File: config.mk
export PLATFORM = sky130hd
export DESIGN_NAME = vga_frame_reader
export DESIGN_NICKNAME = d
export VERILOG_FILES = /design/src/rtl/vga_frame_reader.sv
export SDC_FILE = /design/constraint.sdc
export NUM_CORES = 1
export LEC_CHECK = 0
export ABC_AREA = 0
export ABC_CLOCK_PERIOD_IN_PS = 6190
export BUFFER_PORTS_ARGS = -buffer_cell sky130_fd_sc_hd__buf_2
export CAP_MARGIN = 20
export CORE_MARGIN = 1.5
export CORE_UTILIZATION = 24
export CTS_BUF_LIST = sky130_fd_sc_hd__clkbuf_16
export DETAILED_ROUTE_END_ITERATION = 12
export PLACE_DENSITY = 0.5
export SLEW_MARGIN = 20
export SYNTH_ARGS = -nofsm -noshare
export SYNTH_HDL_FRONTEND = slang
export SYNTH_SLANG_ARGS = --single-unit
File: constraint.sdc
create_clock -name clk -period 6.19 [get_ports clk]
set_input_delay 1.857 -clock clk [delete_from_list [all_inputs] [get_ports clk]]
set_output_delay 1.857 -clock clk [all_outputs]
set_load 0.01 [all_outputs]
File: src/rtl/vga_frame_reader.sv
// vga_frame_reader: pixel-fetch stage behind a 640x480 VGA sync generator.
// Places an IMG_W x IMG_H grayscale window at (X0,Y0), reads 8-bit pixels
// from a synchronous frame memory, expands them to 12-bit RGB, and delays
// hsync/vsync by the same two p_tick stages so colour and sync stay aligned.
//
// Ports:
//   clk, rst_n              clock, synchronous active-low reset
//   p_tick                  pixel enable (one clk in two)
//   video_on, hsync_in,
//   vsync_in, pixel_x/y     raster state from the sync generator
//   mem_addr, mem_rd_en     frame memory read port (rd_en is combinational)
//   mem_data                pixel from memory, valid one clk after rd_en
//   rgb, hsync_out,
//   vsync_out               colour and sync, 2 p_tick periods behind input
//   frame_start             one-clk pulse after the p_tick at pixel (0,0)
//
// Optional feature macro: VGA_FRAME_BORDER_EN draws a one-pixel 12'hFFF ring
// just outside the window (requires X0>=1 and Y0>=1).

module vga_frame_reader #(
  parameter int unsigned IMG_W    = 256,
  parameter int unsigned IMG_H    = 256,
  parameter int unsigned X0       = 192,
  parameter int unsigned Y0       = 112,
  parameter int unsigned ADDR_W   = 16,
  parameter logic [11:0] BG_COLOR = 12'h000
) (
  input  logic              clk,
  input  logic              rst_n,
  input  logic              p_tick,
  input  logic              video_on,
  input  logic              hsync_in,
  input  logic              vsync_in,
  input  logic [9:0]        pixel_x,
  input  logic [9:0]        pixel_y,
  output logic [ADDR_W-1:0] mem_addr,
  output logic              mem_rd_en,
  input  logic [7:0]        mem_data,
  output logic [11:0]       rgb,
  output logic              hsync_out,
  output logic              vsync_out,
  output logic              frame_start
);

  // One extra bit so the counter can hold IMG_W*IMG_H after the last read.
  localparam int unsigned CNT_W = ADDR_W + 1;

  // Window bounds in 11 bits so X0+IMG_W cannot overflow.
  localparam logic [10:0] X_LO = 11'(X0);
  localparam logic [10:0] X_HI = 11'(X0 + IMG_W);
  localparam logic [10:0] Y_LO = 11'(Y0);
  localparam logic [10:0] Y_HI = 11'(Y0 + IMG_H);

  logic [10:0]      w_px;
  logic [10:0]      w_py;
  logic             w_in_win;
  logic             w_origin;
  logic             w_unused_lo;

  logic [CNT_W-1:0] r_addr;
  logic             r_in_win_d1;
  logic             r_video_on_d1;
  logic             r_hsync_d1;
  logic             r_vsync_d1;
  logic [11:0]      r_rgb;
  logic             r_hsync_out;
  logic             r_vsync_out;
  logic             r_frame_start;

  assign w_px     = {1'b0, pixel_x};
  assign w_py     = {1'b0, pixel_y};
  assign w_in_win = video_on && (w_px >= X_LO) && (w_px < X_HI)
                             && (w_py >= Y_LO) && (w_py < Y_HI);
  assign w_origin = (pixel_x == 10'd0) && (pixel_y == 10'd0);

  // Only the top nibble of each gray sample reaches the DAC.
  assign w_unused_lo = &{1'b0, mem_data[3:0]};

`ifdef VGA_FRAME_BORDER_EN
  // Ring one pixel outside the window on every side.
  localparam logic [10:0] BX_L = 11'(X0 - 1);
  localparam logic [10:0] BX_R = 11'(X0 + IMG_W);
  localparam logic [10:0] BY_T = 11'(Y0 - 1);
  localparam logic [10:0] BY_B = 11'(Y0 + IMG_H);

  logic w_border;
  logic r_border_d1;

  assign w_border = video_on &&
    ((((w_px == BX_L) || (w_px == BX_R)) && (w_py >= BY_T) && (w_py <= BY_B)) ||
     (((w_py == BY_T) || (w_py == BY_B)) && (w_px >= BX_L) && (w_px <= BX_R)));
`endif

  assign mem_rd_en   = p_tick && w_in_win;
  assign mem_addr    = r_addr[ADDR_W-1:0];
  assign rgb         = r_rgb;
  assign hsync_out   = r_hsync_out;
  assign vsync_out   = r_vsync_out;
  assign frame_start = r_frame_start;

  // Address counter, frame pulse and the two p_tick pipeline stages.
  always_ff @(posedge clk) begin
    if (!rst_n) begin
      r_addr        <= '0;
      r_in_win_d1   <= 1'b0;
      r_video_on_d1 <= 1'b0;
      r_hsync_d1    <= 1'b0;
      r_vsync_d1    <= 1'b0;
      r_rgb         <= 12'h000;
      r_hsync_out   <= 1'b0;
      r_vsync_out   <= 1'b0;
      r_frame_start <= 1'b0;
`ifdef VGA_FRAME_BORDER_EN
      r_border_d1   <= 1'b0;
`endif
    end else begin
      r_frame_start <= p_tick && w_origin;
      if (p_tick) begin
        // Frame restart wins over increment; no wrap within a frame.
        if (w_origin) begin
          r_addr <= '0;
        end else if (w_in_win) begin
          r_addr <= r_addr + CNT_W'(1);
        end

        r_in_win_d1   <= w_in_win;
        r_video_on_d1 <= video_on;
        r_hsync_d1    <= hsync_in;
        r_vsync_d1    <= vsync_in;
`ifdef VGA_FRAME_BORDER_EN
        r_border_d1   <= w_border;
`endif

        r_hsync_out <= r_hsync_d1;
        r_vsync_out <= r_vsync_d1;
        // mem_data has been held by the memory since the previous p_tick read.
        if (!r_video_on_d1) begin
          r_rgb <= 12'h000;
        end else if (r_in_win_d1) begin
          r_rgb <= {mem_data[7:4], mem_data[7:4], mem_data[7:4]};
`ifdef VGA_FRAME_BORDER_EN
        end else if (r_border_d1) begin
          r_rgb <= 12'hFFF;
`endif
        end else begin
          r_rgb <= BG_COLOR;
        end
      end
    end
  end

endmodule

==> metrics.txt, run 1 <==
# TYPE chip_impl_metric gauge
chip_impl_metric{name="netlist_area",unit="sq um"} 1510
chip_impl_info{name="launching_element_type_of_the_critical_path",value="input pin"} 1
chip_impl_metric{name="post_synthesis_async_set_or_reset_flop_share",unit="%"} 0
chip_impl_info{name="timing.critical_path.slowest_stage_cell",value="sky130_fd_sc_hd__buf_2"} 1
chip_impl_metric{name="critical_path_buf_inv_count",unit=""} 4
chip_impl_metric{name="critical-path-max-stage-delay",unit="ns"} 0.32
chip_impl_metric{name="grt_pass1_vias",unit=""} 1236
chip_impl_info{name="worst_hold_path_type",value="register to register"} 1
chip_impl_metric{name="die_y",unit="um"} 82.33
chip_impl_info{name="critical_path.top_delay_family",value="buffers and inverters"} 1
chip_impl_metric{name="placed_cell_area",unit="sq um"} 1780
chip_impl_metric{name="layout-area-overhead-vs-synth",unit="%"} 23.36
chip_impl_metric{name="sw_share",unit="%"} 22.65
chip_impl_metric{name="totalWireLength",unit="um"} 3492
chip_impl_metric{name="clkSlewWorstSetupHoldPaths",unit="ns"} 0.07
chip_impl_metric{name="setup_tns",unit="ns"} 0
chip_impl_metric{name="synth_area_per_cell",unit="sq um"} 9.153
chip_impl_metric{name="ctsLongestPathBuffers",unit=""} 2
chip_impl_metric{name="floorplan.die_area",unit="sq um"} 6777
chip_impl_metric{name="dp_cells",unit=""} 283
chip_impl_info{name="critPathKind",value="input pin to output pin"} 1
chip_impl_metric{name="num-nets-final",unit=""} 248
chip_impl_metric{name="antenna_cells",unit=""} 0
chip_impl_info{name="critical_path.cell_chain",value="buf_2, nand2_4, a2111oi_4, nand3_2, buf_4, inv_1, buf_2"} 1
chip_impl_metric{name="vias_per_cell",unit=""} 4.836
chip_impl_info{name="grt_setup_unrepaired",value="no"} 1
chip_impl_metric{name="global_route.overflow_total",unit=""} 0
chip_impl_metric{name="final_layout_size_suffix_gt1_share",unit="%"} 34.91
chip_impl_metric{name="grt_pass1_wl",unit="um"} 5554
chip_impl_metric{name="cts_sinks",unit=""} 27
chip_impl_metric{name="measured_slew_at_the_worst_slew_check_pin",unit="ns"} 0.6966
chip_impl_metric{name="yosys.cell_types.count",unit=""} 36
chip_impl_info{name="worst_path_most_repeated_cell",value="sky130_fd_sc_hd__buf_2"} 1
chip_impl_info{name="tritoncts",value="built"} 1
chip_impl_metric{name="cts.hold.buffers_added",unit=""} 0
chip_impl_metric{name="internal_power",unit="mW"} 0.2759
chip_impl_metric{name="syn_inst",unit=""} 165
chip_impl_metric{name="power_leakage",unit="nW"} 0.8002
chip_impl_metric{name="drt_drc_violations_left",unit=""} 0
chip_impl_metric{name="dieWidth",unit="um"} 82.33
chip_impl_metric{name="drt-initial-drc-count",unit=""} 64
chip_impl_info{name="synth-main-ff-cell",value="sky130_fd_sc_hd__dfxtp_1"} 1
chip_impl_metric{name="ioPinCount",unit=""} 66
chip_impl_metric{name="start_util",unit="%"} 25.21
chip_impl_metric{name="ys_ff_latch",unit=""} 27
chip_impl_metric{name="critical_path_depth",unit=""} 7
chip_impl_metric{name="crit_required",unit="ns"} 4.33
chip_impl_metric{name="worst_slew_margin_rel",unit="%"} 53.34
chip_impl_metric{name="combinationalPowerShare",unit="%"} 8.0
chip_impl_metric{name="power_switching",unit="mW"} 0.08082
chip_impl_metric{name="worst_ir_drop_vdd",unit="mV"} 0.1150
chip_impl_metric{name="rows",unit=""} 28
chip_impl_metric{name="power.clock.fraction",unit="%"} 42.4
chip_impl_metric{name="core-area",unit="sq um"} 5991
chip_impl_metric{name="grt_util_all_layers",unit="%"} 10.52
chip_impl_metric{name="cts-buffers-inserted",unit=""} 3
chip_impl_metric{name="synthesis.yosys.warnings",unit=""} 0
chip_impl_metric{name="synth_enable_flop_cells",unit=""} 0
chip_impl_metric{name="drv_cap",unit=""} 0
chip_impl_metric{name="insertion_delay",unit="ns"} 0.26
chip_impl_metric{name="pin_count_of_the_biggest_net_entering_global_routing",unit=""} 30
chip_impl_metric{name="r2r.worst_path.cells",unit=""} 6
chip_impl_metric{name="synth.yosys.seq_area_share",unit="%"} 35.79
chip_impl_metric{name="post-cts-setup-buffers",unit=""} 0
chip_impl_info{name="cts-root-buf",value="sky130_fd_sc_hd__clkbuf_16"} 1
chip_impl_metric{name="timing.hold.worst_path_depth",unit=""} 2
chip_impl_metric{name="maxSlewViolCount",unit=""} 0
chip_impl_metric{name="initial_antenna_violation_count",unit=""} 0
chip_impl_metric{name="routed-via-count",unit=""} 1388
chip_impl_metric{name="detail_route.wl_per_cell",unit="um"} 12.17
chip_impl_metric{name="timing.final.setup_violations",unit=""} 0
chip_impl_metric{name="detailed_place_hpwl",unit="um"} 2530
chip_impl_metric{name="ratio_of_final_minimum_period_to_clock_period",unit="%"} 80.21
chip_impl_metric{name="final.setup_skew",unit="ns"} 0.001338
chip_impl_metric{name="place.port_buffers",unit=""} 61
chip_impl_metric{name="gp_routability_congestion",unit=""} 0.6816
chip_impl_metric{name="powerDensity",unit="nW/um^2"} 191.5
chip_impl_metric{name="layout.filler_cells",unit=""} 649
chip_impl_info{name="worst_setup_path_end_kind",value="output pin"} 1
chip_impl_info{name="result_of_the_run",value="complete, no violations"} 1
chip_impl_metric{name="max_freq",unit="MHz"} 201.4
chip_impl_metric{name="post_cts_resized",unit=""} 0
chip_impl_metric{name="synth_fp_nets",unit=""} 200
chip_impl_metric{name="power.sequential.fraction",unit="%"} 49.5
chip_impl_metric{name="finalCriticalPeriod",unit="ns"} 4.965
chip_impl_metric{name="drt.antenna.violating_nets",unit=""} 0
chip_impl_metric{name="timing_hold_violations_final",unit=""} 0
chip_impl_metric{name="ctsHtreeMaxLevel",unit=""} 1
chip_impl_metric{name="finalNonFillerCells",unit=""} 287
chip_impl_metric{name="detail_route.first_pass.iterations",unit=""} 4
chip_impl_metric{name="critical_path_arrival",unit="ns"} 3.11
chip_impl_metric{name="timing.critical_path.fanout_max",unit=""} 29
chip_impl_metric{name="final_area",unit="sq um"} 1863
==> layer usage <==
layer	global-route usage (%)	wire, um	share of wire (%)	vias up
met3	2.967	204	5.8	5
met1	12.62	1627	47	638
met5	0	0	0	-
met4	2.881	31	0.89	0
met2	18.21	1629	47	38
li1	-	-	-	707
==> synthesized netlist by cell type, drive strengths merged (2+ instances only) <==
cell	count	area, sq um
a21oi	10	50.05
and2	2	12.51
a211oi	2	15.01
nand3	9	62.56
mux2i	9	90.09
inv	5	18.77
clkbuf	3	11.26
and3	2	12.51
nor2	7	26.28
o2111ai	9	78.83
dfxtp	27	540.5
nor4	5	52.55
nand2b	10	62.56
a2111o	9	101.4
buf	16	125.1
nand2	20	82.58
and4	2	20.02
nand4	8	50.05
==> cells by family (layout without fill, tap and decap cells) <==
kind of cell | Yosys count | after routing | share of synthesized area (%)
AND/OR/NAND/NOR | 67 | 67 | 26.02
multiplexers | 9 | 9 | 5.965
adder cells (fa/ha/maj) | 1 | 1 | 0.8284
AO/OA/AOI/OAI | 35 | 35 | 19.97
XOR/XNOR | 2 | 2 | 1.160
buffers and inverters | 24 | 71 | 10.27
flip-flops | 27 | 27 | 35.79
==> state kept, by name (all words and copies together) (netlist names) <==
register       flops
r_addr            16
hsync_out          1
r_vsync_d1         1
r_in_win_d1        1
rgb                4
r_hsync_d1         1
frame_start        1
r_video_on_d1      1
vsync_out          1
==> worst register-to-register path, stage by stage (launching register included) <==
cell                       delay, ns
sky130_fd_sc_hd__dfxtp_1        0.39
sky130_fd_sc_hd__ha_1           0.21
sky130_fd_sc_hd__and4_1         0.27
sky130_fd_sc_hd__and2_1         0.16
sky130_fd_sc_hd__nand4_1        0.12
sky130_fd_sc_hd__a2111o_1       0.36
sky130_fd_sc_hd__nand2_1        0.06
==> area by class of cell <==
type | count | area (sq um) | share of cell area [%]
clock inverter | 1 | 7.507 | 0.4030
inverter | 5 | 18.77 | 1.007
multi-input combinational | 114 | 814.5 | 43.72
sequential | 27 | 540.5 | 29.01
tap | 75 | 93.84 | 5.037
clock buffer | 3 | 75.07 | 4.030
timing repair buffer | 62 | 312.8 | 16.79
==> layout by cell type, fill, tap and decap left out <==
cell type / instances
sky130_fd_sc_hd__nor4_4: 1
sky130_fd_sc_hd__mux2i_1: 9
sky130_fd_sc_hd__nand4_1: 8
sky130_fd_sc_hd__inv_1: 5
sky130_fd_sc_hd__and4_1: 1
sky130_fd_sc_hd__clkinvlp_4: 1
sky130_fd_sc_hd__buf_4: 1
sky130_fd_sc_hd__a31o_2: 1
sky130_fd_sc_hd__nor3_1: 1
sky130_fd_sc_hd__nand2_1: 19
sky130_fd_sc_hd__nor4_1: 3
sky130_fd_sc_hd__and2_1: 2
sky130_fd_sc_hd__or3_1: 1
sky130_fd_sc_hd__clkbuf_16: 3
sky130_fd_sc_hd__and4_4: 1
sky130_fd_sc_hd__nand3_1: 7
sky130_fd_sc_hd__nand3_2: 1
sky130_fd_sc_hd__a211oi_1: 2
sky130_fd_sc_hd__a31oi_1: 1
sky130_fd_sc_hd__a211o_1: 1
sky130_fd_sc_hd__nor2_1: 7
sky130_fd_sc_hd__nand3_4: 1
sky130_fd_sc_hd__a2111oi_4: 1
sky130_fd_sc_hd__nor4_2: 1
sky130_fd_sc_hd__nand2b_1: 10
sky130_fd_sc_hd__o2111ai_1: 9
sky130_fd_sc_hd__xor2_1: 1
sky130_fd_sc_hd__xnor2_1: 1
sky130_fd_sc_hd__dfxtp_1: 27
sky130_fd_sc_hd__and3_1: 2
sky130_fd_sc_hd__o21ai_0: 1
sky130_fd_sc_hd__nand2_4: 1
sky130_fd_sc_hd__buf_2: 61
sky130_fd_sc_hd__a21oi_1: 10
sky130_fd_sc_hd__ha_1: 1
sky130_fd_sc_hd__a2111o_1: 9
==> power by group through the flow <==
stage               clock [mW]  combinational (mW)  sequential (mW)
floorplan                    0              0.0152            0.181
global placement             0              0.0290            0.181
detailed placement           0              0.0291            0.181
CTS                      0.157              0.0291            0.177
global route             0.162              0.0317            0.177
finish                   0.151              0.0287            0.177
==> stage by stage <==
stage	utilization, %	hold WS (ns)	power [mW]	setup WS, ns
5_1_grt	31.10	0.5275	0.3706	1.111
3_3_place_gp	29.72	0.4573	0.2096	1.206
6_report	31.10	0.4901	0.3568	1.225
2_1_floorplan	-	0.4601	0.1959	1.522
3_5_place_dp	29.72	0.4796	0.2098	1.207
4_1_cts	31.10	0.4931	0.3624	1.216
==> path summary, 6_finish.rpt <==
check	from	to	slack (ns)
setup / recovery	p_tick	mem_rd_en	1.22
hold / removal	rgb[10]	rgb[10]	0.49
setup reg to reg	r_addr[0]	r_addr[14]	4.57
hold reg to reg	rgb[10]	rgb[10]	0.49
(Power assumes the default switching activity.)
==> run 2: changes to the inputs <==
ABC_CLOCK_PERIOD_IN_PS = 4300   (was 6190)
PLACE_DENSITY = 0.52   (was 0.5)
clock period = 4.3 ns   (was 6.19 ns; I/O delays follow)
==> run 2 against run 1 <==
- via count decreased by 0.65%
- hold slack worse by 0.022 ns
- wire length barely moved
- die area is the same
- largest power group unchanged
- register-to-register slack worse by 1.9 ns
- count of clock-buffer cells in the layout unchanged
- total power grew 42%
- global-route usage hardly changed
==> metrics.txt, run 2 (same netlist as run 1, synthesis figures left out) <==
# TYPE chip_impl_metric gauge
chip_impl_metric{name="cts.hold.buffers_added",unit=""} 0
chip_impl_metric{name="ctsHtreeMaxLevel",unit=""} 1
chip_impl_metric{name="crit_required",unit="ns"} 3.01
chip_impl_metric{name="grt_pass1_wl",unit="um"} 5568
chip_impl_metric{name="final_layout_size_suffix_gt1_share",unit="%"} 34.91
chip_impl_info{name="grt_setup_unrepaired",value="no"} 1
chip_impl_metric{name="combinationalPowerShare",unit="%"} 8.2
chip_impl_metric{name="floorplan.die_area",unit="sq um"} 6777
chip_impl_metric{name="timing.final.setup_violations",unit=""} 0
chip_impl_metric{name="critical_path_buf_inv_count",unit=""} 3
chip_impl_metric{name="rows",unit=""} 28
chip_impl_metric{name="post_cts_resized",unit=""} 0
chip_impl_metric{name="critical_path_depth",unit=""} 6
chip_impl_metric{name="post-cts-setup-buffers",unit=""} 0
chip_impl_info{name="timing.critical_path.slowest_stage_cell",value="sky130_fd_sc_hd__buf_2"} 1
chip_impl_metric{name="placed_cell_area",unit="sq um"} 1780
chip_impl_info{name="result_of_the_run",value="complete, no violations"} 1
chip_impl_metric{name="worst_ir_drop_vdd",unit="mV"} 0.1589
chip_impl_info{name="holdCritStartpoint",value="r_addr[15]"} 1
chip_impl_metric{name="layout-area-overhead-vs-synth",unit="%"} 23.20
chip_impl_metric{name="detail_route.first_pass.iterations",unit=""} 4
chip_impl_metric{name="drt.antenna.violating_nets",unit=""} 0
chip_impl_metric{name="detailed_place_hpwl",unit="um"} 2545
chip_impl_metric{name="core-area",unit="sq um"} 5991
chip_impl_metric{name="detail_route.wl_per_cell",unit="um"} 12.17
chip_impl_info{name="launching_element_type_of_the_critical_path",value="input pin"} 1
chip_impl_metric{name="r2r.worst_path.cells",unit=""} 6
chip_impl_info{name="critPathKind",value="input pin to output pin"} 1
chip_impl_metric{name="initial_antenna_violation_count",unit=""} 0
chip_impl_metric{name="timing_hold_violations_final",unit=""} 0
chip_impl_metric{name="powerDensity",unit="nW/um^2"} 273.2
chip_impl_metric{name="dieWidth",unit="um"} 82.33
chip_impl_metric{name="largest_reg_flops",unit=""} 16
chip_impl_metric{name="internal_power",unit="mW"} 0.3961
chip_impl_metric{name="insertion_delay",unit="ns"} 0.26
chip_impl_metric{name="critical-path-max-stage-delay",unit="ns"} 0.32
chip_impl_metric{name="ctsLongestPathBuffers",unit=""} 2
chip_impl_info{name="worst_setup_path_end_kind",value="output pin"} 1
chip_impl_info{name="registers.top_by_ff_count",value="r_addr"} 1
chip_impl_info{name="critical_path.reg2reg.endpoint",value="r_addr[14]"} 1
chip_impl_metric{name="critical_path_arrival",unit="ns"} 2.30
chip_impl_info{name="worst_hold_path_type",value="register to register"} 1
chip_impl_metric{name="grt_util_all_layers",unit="%"} 10.54
chip_impl_metric{name="drt-initial-drc-count",unit=""} 41
chip_impl_metric{name="antenna_cells",unit=""} 0
chip_impl_metric{name="drv_cap",unit=""} 0
chip_impl_metric{name="vias_per_cell",unit=""} 4.805
chip_impl_metric{name="setup_tns",unit="ns"} 0
chip_impl_metric{name="dp_cells",unit=""} 283
chip_impl_info{name="layout.cells.most_common_list",value="61 x sky130_fd_sc_hd__buf_2, 27 x sky130_fd_sc_hd__dfxtp_1, 19 x sky130_fd_sc_hd__nand2_1, 10 x sky130_fd_sc_hd__nand2b_1, 10 x sky130_fd_sc_hd__a21oi_1"} 1
chip_impl_info{name="critical_path.cell_chain",value="buf_2, nand2_4, a2111oi_4, nand3_2, inv_1, buf_2"} 1
chip_impl_metric{name="gp_routability_congestion",unit=""} 0.6820
chip_impl_metric{name="timing.critical_path.fanout_max",unit=""} 18
chip_impl_info{name="layout.cells.most_common",value="sky130_fd_sc_hd__buf_2"} 1
chip_impl_info{name="tritoncts",value="built"} 1
chip_impl_metric{name="die_y",unit="um"} 82.33
chip_impl_metric{name="final_area",unit="sq um"} 1861
chip_impl_metric{name="drt_drc_violations_left",unit=""} 0
chip_impl_metric{name="end_of_flow_core_utilization",unit="%"} 31.06
chip_impl_metric{name="cts-buffers-inserted",unit=""} 3
chip_impl_metric{name="clkSlewWorstSetupHoldPaths",unit="ns"} 0.07
chip_impl_metric{name="power_switching",unit="mW"} 0.1122
chip_impl_metric{name="power.clock.fraction",unit="%"} 41.8
chip_impl_metric{name="worst_slew_margin_rel",unit="%"} 52.77
chip_impl_metric{name="sw_share",unit="%"} 22.07
chip_impl_metric{name="routed-via-count",unit=""} 1379
chip_impl_metric{name="power.sequential.fraction",unit="%"} 50.0
chip_impl_metric{name="worst_reg_to_reg_setup_slack",unit="ns"} 2.66
chip_impl_metric{name="grt_pass1_vias",unit=""} 1222
chip_impl_metric{name="finalNonFillerCells",unit=""} 287
chip_impl_metric{name="finalCriticalPeriod",unit="ns"} 3.590
chip_impl_metric{name="measured_slew_at_the_worst_slew_check_pin",unit="ns"} 0.7052
chip_impl_metric{name="power_leakage",unit="nW"} 0.8040
chip_impl_metric{name="report.power.total",unit="mW"} 0.5083
chip_impl_metric{name="cts_sinks",unit=""} 27
chip_impl_metric{name="timing.hold.worst_path_depth",unit=""} 2
chip_impl_info{name="hold_path_end",value="r_addr[15]"} 1
chip_impl_metric{name="pin_count_of_the_biggest_net_entering_global_routing",unit=""} 29
chip_impl_metric{name="start_util",unit="%"} 25.21
chip_impl_metric{name="max_freq",unit="MHz"} 278.5
chip_impl_metric{name="ioPinCount",unit=""} 66
chip_impl_info{name="cts-root-buf",value="sky130_fd_sc_hd__clkbuf_16"} 1
chip_impl_metric{name="totalWireLength",unit="um"} 3494
chip_impl_info{name="timing.rr.start",value="r_addr[0]"} 1
chip_impl_metric{name="maxSlewViolCount",unit=""} 0
chip_impl_metric{name="num-nets-final",unit=""} 248
chip_impl_info{name="critical_path.top_delay_family",value="buffers and inverters"} 1
chip_impl_metric{name="place.port_buffers",unit=""} 61
chip_impl_metric{name="global_route.overflow_total",unit=""} 0
chip_impl_metric{name="final.setup_skew",unit="ns"} 0.003131
chip_impl_info{name="worst_path_most_repeated_cell",value="sky130_fd_sc_hd__buf_2"} 1
chip_impl_metric{name="ratio_of_final_minimum_period_to_clock_period",unit="%"} 83.49
[run 2: cell types whose count changed in the layout (fill, tap and decap cells not counted)]
cell	delta
sky130_fd_sc_hd__clkinv_2	+1
sky130_fd_sc_hd__clkinvlp_4	-1
[run 2: layer usage]
metal	vias to the layer above	part of all wire [%]	GRT usage, %	routed length, um
met5	-	0	0	0
met4	0	0.66	2.542	23
met3	2	6.3	3.077	220
met2	39	48	18.78	1673
met1	635	45	12.30	1577
li1	703	-	-	-
[run 2: metrics by stage]
stage	hold WS, ns	setup slack, ns
floorplan	0.4601	0.7657
global placement	0.4548	0.6924
detailed placement	0.4659	0.6966
CTS	0.4757	0.6978
global route	0.5233	0.6039
finish	0.4680	0.7098
[run 2: power by group through the flow]
stage                     sequential, mW  clock, mW  combinational [mW]
final                              0.254      0.213              0.0415
after global routing               0.254      0.231              0.0458
after CTS                          0.254      0.225              0.0422
after detailed placement           0.260          0              0.0420
after global placement             0.260          0              0.0418
after floorplan                    0.260          0              0.0219
[run 2: worst max path at each step]
stage / from / end / slack, ns
3_5_place_dp: p_tick / mem_rd_en / 0.70
6_report: p_tick / mem_rd_en / 0.71
5_1_grt: p_tick / mem_rd_en / 0.60
3_3_place_gp: p_tick / mem_rd_en / 0.69
4_1_cts: p_tick / mem_rd_en / 0.70
2_1_floorplan: p_tick / mem_rd_en / 0.77
[run 2: worst reg2reg max path: stages, from the launching register on]
cell	delay [ns]
sky130_fd_sc_hd__dfxtp_1	0.39
sky130_fd_sc_hd__ha_1	0.22
sky130_fd_sc_hd__and4_1	0.27
sky130_fd_sc_hd__and2_1	0.16
sky130_fd_sc_hd__nand4_1	0.13
sky130_fd_sc_hd__a2111o_1	0.35
sky130_fd_sc_hd__nand2_1	0.06
[run 2: layout make-up]
class	count	area (sq um)
flip-flops and latches	27	540.5
clock buffers	3	75.07
fillers	631	4130
multi-input cells	114	814.5
repair buffers	62	312.8
clock inverters	1	5.005
inverters	5	18.77
well taps	75	93.84
==> run 3: changes to the inputs <==
ABC_CLOCK_PERIOD_IN_PS = 3400   (was 4300)
PLACE_DENSITY = 0.5   (was 0.52)
clock period = 3.4 ns   (was 4.3 ns; I/O delays follow)
==> run 3 against run 2 <==
- worst setup slack lost 0.16 ns
- first-iteration DRC count up 61%
- clock power increased by 25%
- global-route usage up 0.33 points
- core utilization up 0.10 points
==> metrics.txt, run 3 (same netlist as run 1, synthesis figures left out) <==
# TYPE chip_impl_metric gauge
chip_impl_metric{name="post_cts_resized",unit=""} 0
chip_impl_metric{name="worst_ir_drop_vdd",unit="mV"} 0.1916
chip_impl_metric{name="layout-area-overhead-vs-synth",unit="%"} 23.61
chip_impl_metric{name="final_area",unit="sq um"} 1867
chip_impl_metric{name="ratio_of_final_minimum_period_to_clock_period",unit="%"} 83.76
chip_impl_metric{name="antenna_cells",unit=""} 0
chip_impl_info{name="tritoncts",value="built"} 1
chip_impl_metric{name="vias_per_cell",unit=""} 4.764
chip_impl_metric{name="final.setup_skew",unit="ns"} 0.005375
chip_impl_metric{name="finalCriticalPeriod",unit="ns"} 2.848
chip_impl_metric{name="detail_route.wl_per_cell",unit="um"} 12.22
chip_impl_metric{name="timing_hold_violations_final",unit=""} 0
chip_impl_info{name="worst_hold_path_type",value="register to register"} 1
chip_impl_metric{name="core-area",unit="sq um"} 5991
chip_impl_metric{name="initial_antenna_violation_count",unit=""} 0
chip_impl_metric{name="clkSlewWorstSetupHoldPaths",unit="ns"} 0.07
chip_impl_info{name="result_of_the_run",value="complete, no violations"} 1
chip_impl_metric{name="max_freq",unit="MHz"} 351.1
chip_impl_metric{name="placed_cell_area",unit="sq um"} 1788
chip_impl_metric{name="ioPinCount",unit=""} 66
chip_impl_metric{name="powerDensity",unit="nW/um^2"} 343.4
chip_impl_metric{name="drt.antenna.violating_nets",unit=""} 0
chip_impl_metric{name="detailed_place_hpwl",unit="um"} 2622
chip_impl_metric{name="dieWidth",unit="um"} 82.33
chip_impl_metric{name="routed-via-count",unit=""} 1372
chip_impl_info{name="worst_setup_path_end_kind",value="output pin"} 1
chip_impl_metric{name="measured_slew_at_the_worst_slew_check_pin",unit="ns"} 0.6747
chip_impl_metric{name="cts_sinks",unit=""} 27
chip_impl_metric{name="ctsHtreeMaxLevel",unit=""} 1
chip_impl_metric{name="layout.filler_cells",unit=""} 647
chip_impl_metric{name="totalWireLength",unit="um"} 3519
chip_impl_info{name="cts-root-buf",value="sky130_fd_sc_hd__clkbuf_16"} 1
chip_impl_metric{name="grt_util_all_layers",unit="%"} 10.88
chip_impl_metric{name="drt_drc_violations_left",unit=""} 0
chip_impl_metric{name="cts.hold.buffers_added",unit=""} 0
chip_impl_metric{name="post-cts-setup-buffers",unit=""} 0
chip_impl_metric{name="global_route.overflow_total",unit=""} 0
chip_impl_metric{name="largest_reg_flops",unit=""} 16
chip_impl_metric{name="cts-buffers-inserted",unit=""} 3
chip_impl_metric{name="grt_pass1_vias",unit=""} 1256
chip_impl_metric{name="setup_tns",unit="ns"} 0
chip_impl_info{name="layout.cells.most_common_list",value="61 x sky130_fd_sc_hd__buf_2, 27 x sky130_fd_sc_hd__dfxtp_1, 19 x sky130_fd_sc_hd__nand2_1, 10 x sky130_fd_sc_hd__nand2b_1, 10 x sky130_fd_sc_hd__a21oi_1"} 1
chip_impl_metric{name="power_leakage",unit="nW"} 0.8102
chip_impl_metric{name="worst_slew_margin_rel",unit="%"} 54.81
chip_impl_metric{name="drv_cap",unit=""} 0
chip_impl_metric{name="timing.critical_path.fanout_max",unit=""} 4
chip_impl_metric{name="critical_path_arrival",unit="ns"} 1.83
chip_impl_info{name="registers.top_by_ff_count",value="r_addr"} 1
chip_impl_metric{name="place.port_buffers",unit=""} 61
chip_impl_metric{name="insertion_delay",unit="ns"} 0.26
chip_impl_metric{name="rows",unit=""} 28
chip_impl_metric{name="num-nets-final",unit=""} 249
chip_impl_metric{name="die_y",unit="um"} 82.33
chip_impl_metric{name="timing.final.setup_violations",unit=""} 0
chip_impl_info{name="launching_element_type_of_the_critical_path",value="input pin"} 1
chip_impl_info{name="layout.cells.most_common",value="sky130_fd_sc_hd__buf_2"} 1
chip_impl_metric{name="maxSlewViolCount",unit=""} 0
chip_impl_metric{name="detail_route.first_pass.iterations",unit=""} 4
chip_impl_metric{name="pin_count_of_the_biggest_net_entering_global_routing",unit=""} 29
chip_impl_info{name="critPathKind",value="input pin to output pin"} 1
chip_impl_metric{name="grt_pass1_wl",unit="um"} 5775
chip_impl_info{name="grt_setup_unrepaired",value="no"} 1
chip_impl_metric{name="crit_required",unit="ns"} 2.38
chip_impl_metric{name="ctsLongestPathBuffers",unit=""} 2
chip_impl_metric{name="start_util",unit="%"} 25.21
chip_impl_metric{name="final_layout_size_suffix_gt1_share",unit="%"} 34.74
chip_impl_metric{name="floorplan.die_area",unit="sq um"} 6777
chip_impl_metric{name="gp_routability_congestion",unit=""} 0.7120
chip_impl_metric{name="drt-initial-drc-count",unit=""} 66
[run 3: power breakdown]
group | internal [mW] | switching (mW)
Clock | 0.158 | 0.109
Sequential | 0.319 | 0.00222
Combinational | 0.0238 | 0.0296
[run 3: per-layer routing]
layer  routed length, um  global-route usage, %
met1                1611                  12.86
met2                1681                  19.76
met3                 200                  2.747
met4                  25                  2.034
met5                   0                      0
[run 3: critical path, stage by stage]
cell	delay, ns
sky130_fd_sc_hd__buf_2	0.14
sky130_fd_sc_hd__a2111oi_4	0.35
sky130_fd_sc_hd__nand3_2	0.12
sky130_fd_sc_hd__inv_1	0.07
sky130_fd_sc_hd__buf_2	0.12
[run 3: final timing paths]
| kind | slack (ns) | start | endpoint | cells past startpoint |
|---|---|---|---|---|
| max | 0.55 | pixel_y[8] | mem_rd_en | 5 |
| min | 0.47 | r_addr[15] | r_addr[15] | 2 |
| max reg2reg | 1.77 | r_addr[0] | r_addr[14] | 6 |
| min reg2reg | 0.47 | r_addr[15] | r_addr[15] | 2 |
[run 3: layout make-up]
cell class / count / area, sq um / share of cell area (%)
clock buffer: 3 / 75.07 / 4.021
clock inverter: 1 / 3.754 / 0.2011
inverter: 5 / 18.77 / 1.005
multi-input combinational: 114 / 814.5 / 43.63
sequential: 27 / 540.5 / 28.95
tap: 75 / 93.84 / 5.027
timing repair buffer: 63 / 320.3 / 17.16
[run 3: metrics by stage]
stage                     hold WS (ns)  setup slack, ns  power (mW)  utilization [%]  cells
final                           0.4671           0.5522      0.6410            31.16    288
after global routing            0.5101           0.5073      0.6718            31.16    288
after CTS                       0.4712           0.5326      0.6534            31.16    288
after detailed placement        0.4610           0.5305      0.3830            29.85    284
after global placement          0.4534           0.5410      0.3825            29.85    284
after floorplan                 0.4601           0.4057      0.3567                -    165
